<file path="config.mk">
export PLATFORM = sky130hd
export DESIGN_NAME = reg_file_rd
export DESIGN_NICKNAME = d
export VERILOG_FILES = /design/src/rtl/reg_file_rd.sv
export SDC_FILE = /design/constraint.sdc
export NUM_CORES = 2
export LEC_CHECK = 0
export BUFFER_PORTS_ARGS = -buffer_cell sky130_fd_sc_hd__buf_2
export CORE_AREA = 5 5 407 249
export CTS_CLUSTER_DIAMETER = 200
export CTS_CLUSTER_SIZE = 10
export DETAILED_ROUTE_END_ITERATION = 8
export DIE_AREA = 0 0 412 254
export HOLD_SLACK_MARGIN = 0.12
export PLACE_DENSITY = 0.76
export SETUP_SLACK_MARGIN = 0.3
export SYNTH_ARGS = -nofsm -noshare
export SYNTH_HDL_FRONTEND = slang
export SYNTH_SLANG_ARGS = --single-unit
export TNS_END_PERCENT = 100
</file>
<file path="constraint.sdc">
create_clock -name clk -period 1.3 [get_ports clk]
set_input_delay 0.26 -clock clk [delete_from_list [all_inputs] [get_ports clk]]
set_output_delay 0.26 -clock clk [all_outputs]
set_load 0.02 [all_outputs]
</file>
<file path="src/rtl/reg_file_rd.sv">
// rtl/reg_file_rd.sv - register file, registered two-port read, r0 hardwired to zero; REGFILE_BYPASS_EN selects write-first forwarding
module reg_file_rd #(
    parameter int bit_size  = 32,
    parameter int addr_size = 5
) (
    input  logic                 clk,
    input  logic                 rst,
    input  logic                 wen,
    input  logic [addr_size-1:0] wa,
    input  logic [bit_size-1:0]  wd,
    input  logic                 ren,
    input  logic [addr_size-1:0] ra1,
    input  logic [addr_size-1:0] ra2,
    output logic [bit_size-1:0]  rd1,
    output logic [bit_size-1:0]  rd2,
    output logic                 rvalid
);

    localparam int depth = 2 ** addr_size;

    logic [bit_size-1:0] regs [depth];
    logic                wr_ok;
    logic [bit_size-1:0] rd1_next;
    logic [bit_size-1:0] rd2_next;

    // Writes to r0 are dropped here, so r0 stays at its reset value of zero.
    assign wr_ok = wen && (wa != '0);

    always_comb begin
        rd1_next = regs[ra1];
        rd2_next = regs[ra2];
`ifdef REGFILE_BYPASS_EN
        if (wr_ok && (wa == ra1)) rd1_next = wd;
        if (wr_ok && (wa == ra2)) rd2_next = wd;
`endif
    end

    always_ff @(posedge clk or negedge rst) begin
        if (!rst) begin
            for (int i = 0; i < depth; i++) regs[i] <= '0;
            rd1    <= '0;
            rd2    <= '0;
            rvalid <= 1'b0;
        end else begin
            if (wr_ok) regs[wa] <= wd;
            rvalid <= ren;
            if (ren) begin
                rd1 <= rd1_next;
                rd2 <= rd2_next;
            end
        end
    end

endmodule

</file>
==> out/qor.yml <==
first_pass_iters: 6
synthSimpleGateAreaFrac_pct: 1.30
endpoint_kind: "register"
wire_per_inst_um: 31.7
r2r_end: "rd2[21]$_DFFE_PN0P_"
grt_pass1_wl_um: 297000
io_pins: 116
clockRootBuffer: "clkbuf_16"
tightestPinTransition_ps: 976
start_util_pct: 59.5
grt_pass1_vias: 45700
synth_fa_ha_area_share_pct: 0
p_leak_nw: 34.9
core_sq_um: 97200
slew_headroom_pct: 34.9
fin_ws_ps: -327
synth.avg_cell_area_sq_um: 12.7
min_period_ps: 1630
yosysSeqAreaShare_pct: 47.1
ir_drop_uv: 1230
htreeDepth: 3
crit_fanout: 2
synthesis.nets: 4596
muxShareOfSynthArea_pct: 38.3
die_area_sq_um: 105000
synthCells: 4545
port_buffers: 115
path_class: "reg -> reg"
avgViaCountPerCell: 6.93
drc: 0
utilization_pct: 76.1
min_to: "rd2[5]$_DFFE_PN0P_"
pwr_density_cell_nw_per_um2: 1380
clock_latency_ps: 750
async_reset_ff_share_pct: 100
slew_violations: 0
grt_antenna_before_repair: 2
synth_compound_gate_area_share_pct: 8.86
holdBufCountCts: 23
ant_nets: 0
reg2reg_from: "regs[885]$_DFFE_PN0P_"
post_dp_cell_area_sq_um: 66600
worstHoldPathCells: 2
syn-cell-area_sq_um: 57800
numCtsBuffers: 118
ys_ff_latch: 1089
worstHoldStart: "ren"
final_area_sq_um: 74000
dieHeight_um: 254
gp_congestion: 0.899
final_cells: 6496
outcome: "complete, but fails checks"
grt_max_degree: 59
cts_buffer_depth: 3
drive_gt1_share_pct: 47.4
reg2reg_slack_ps: -330
critPathLaunchType: "register"
grt_overflow: 0
dr_total_vias: 45000
rsz0062_at_grt: "true"
synthDistinctLibCells: 27
clk_pin_slew_ps: 60
max_freq_ghz: 0.615
synthXorXnorAreaFrac_pct: 0
drv_cap: 0
cts.sinks: 1089
synth-edff-count: 0
hold_violations: 1
fillCellCount: 5778
arrival_ps: 2260
finalSetupViolCount: 129
hold_slack_ps: -34.3
synth_ff_type: "dfrtp_1"
nNetsFinal: 5220
finalCritPeriodShare_pct: 125
skew_ps: 25.2
drt-initial-drc-count: 5452
cts_tree: "yes"
cp_data_required_time_ps: 1930
drt-total-wl_um: 206000
synth_top_family_by_area: "multiplexers"
die_w_um: 412
yosys_warnings: 0
reg2regPathDepth: 6
gr-usage-all-layers_pct: 37.5
violations: "negative hold slack, negative setup slack"
min_path_type: "in -> reg"
num_rows: 89
dpl.cell_count: 6202
syn_to_final_growth_pct: 27.9
dp_hpwl_um: 123000
==> cell usage after synthesis (all sizes together) (4+ instances only) <==
cell type | n | area share, %
a21oi | 256 | 2.2
a22oi | 512 | 6.6
buf | 258 | 3.0
clkbuf | 222 | 1.4
dfrtp | 1089 | 47
mux2 | 1056 | 21
mux2i | 1024 | 18
nand2 | 18 | 0.12
nand2b | 4 | 0.043
nand3b | 4 | 0.052
nor2 | 19 | 0.18
nor2b | 4 | 0.043
nor3b | 4 | 0.052
nor4 | 64 | 0.69
==> metal layers <==
metal | up-vias | GRT usage [%] | wire [um]
li1 | 18200 | - | -
met5 | - | 0 | 0
met4 | 0 | 17.6 | 11900
met3 | 765 | 10.1 | 22400
met2 | 2880 | 55.2 | 88600
met1 | 23100 | 52.1 | 82700
==> worst max-delay path: stages (launching register included) <==
cell,delay (ps)
dfrtp_1,410
buf_4,160
mux2i_2,230
a22oi_2,140
a21oi_2,230
nor4_2,70
mux2_4,270
==> report_power, final <==
| group | internal [mW] | switching [mW] |
|---|---|---|
| Combinational | 14.9 | 11.4 |
| Sequential | 40.4 | 5.61 |
| Clock | 16.2 | 13.5 |
| Total | 71.4 | 30.5 |
==> per-stage QoR <==
| stage | hold slack [ps] | setup TNS, ps | power, mW | worst slack [ps] |
|---|---|---|---|---|
| floorplan | -35.6 | -111470 | 59.4 | -212 |
| global placement | 79.6 | -505740 | 67.2 | -854 |
| detailed placement | 78.9 | -532180 | 68.4 | -905 |
| CTS | -70.9 | -51500 | 99.6 | -349 |
| global route | -49.9 | -29660 | 106 | -323 |
| finish | -34.3 | -24770 | 102 | -327 |
==> kinds of logic after synthesis <==
kind of cell,count (synthesis)
flops,1089
simple gates,128
compound gates,768
buf+inv,480
mux,2080
==> worst max path at each step <==
| stage | start | end | slack (ps) | cells after the start |
|---|---|---|---|---|
| finish | regs[885]$_DFFE_PN0P_ | rd2[21]$_DFFE_PN0P_ | -330 | 6 |
| global route | rd2[0]$_DFFE_PN0P_ | rd2[0] | -320 | 1 |
| CTS | rd2[0]$_DFFE_PN0P_ | rd2[0] | -350 | 1 |
| detailed placement | ra1[0] | rd1[12]$_DFFE_PN0P_ | -900 | 9 |
| global placement | ra1[0] | rd1[25]$_DFFE_PN0P_ | -850 | 9 |
| floorplan | ra1[0] | rd1[4]$_DFFE_PN0P_ | -210 | 8 |
==> registers in the layout (all words and copies together) (netlist names) <==
signal  cells
rd1        32
regs     1024
rd2        32
rvalid      1
==> timing repair <==
action	4_1_cts	5_1_grt
setup endpoints to repair	629	756
cloned	11	11
pin swaps	184	189
hold endpoints to repair	1451	4
setup buffers	72	49
resized for setup	348	267
==> area by class of cell <==
class	count	area (sq um)	share of cell area [%]
clock buffer	122	3030	4.10
tap	1319	1650	2.23
sequential	1089	27300	36.9
multi-input combinational	2976	30700	41.5
timing repair buffer	984	11300	15.2
antenna	3	7.51	0.0102
clock inverter	3	41.3	0.0558
==> cell usage in the layout, fill, tap and decap left out, types with 4 or more instances in the layout <==
cell	n
a21oi_1	158
a21oi_2	97
a22oi_1	445
a22oi_2	67
buf_12	232
buf_16	17
buf_2	43
buf_4	535
buf_6	114
buf_8	9
clkbuf_16	132
dfrtp_1	1081
dfrtp_2	8
dlygate4sd3_1	21
mux2_2	750
mux2_4	306
mux2i_1	994
mux2i_2	24
mux2i_4	6
nand2_2	8
nand2_4	7
nand2b_2	4
nand3b_1	4
nor2_4	19
nor2b_4	4
nor4_1	13
nor4_2	47
nor4_4	4
Note: power is estimated with default switching activity, not from simulation.
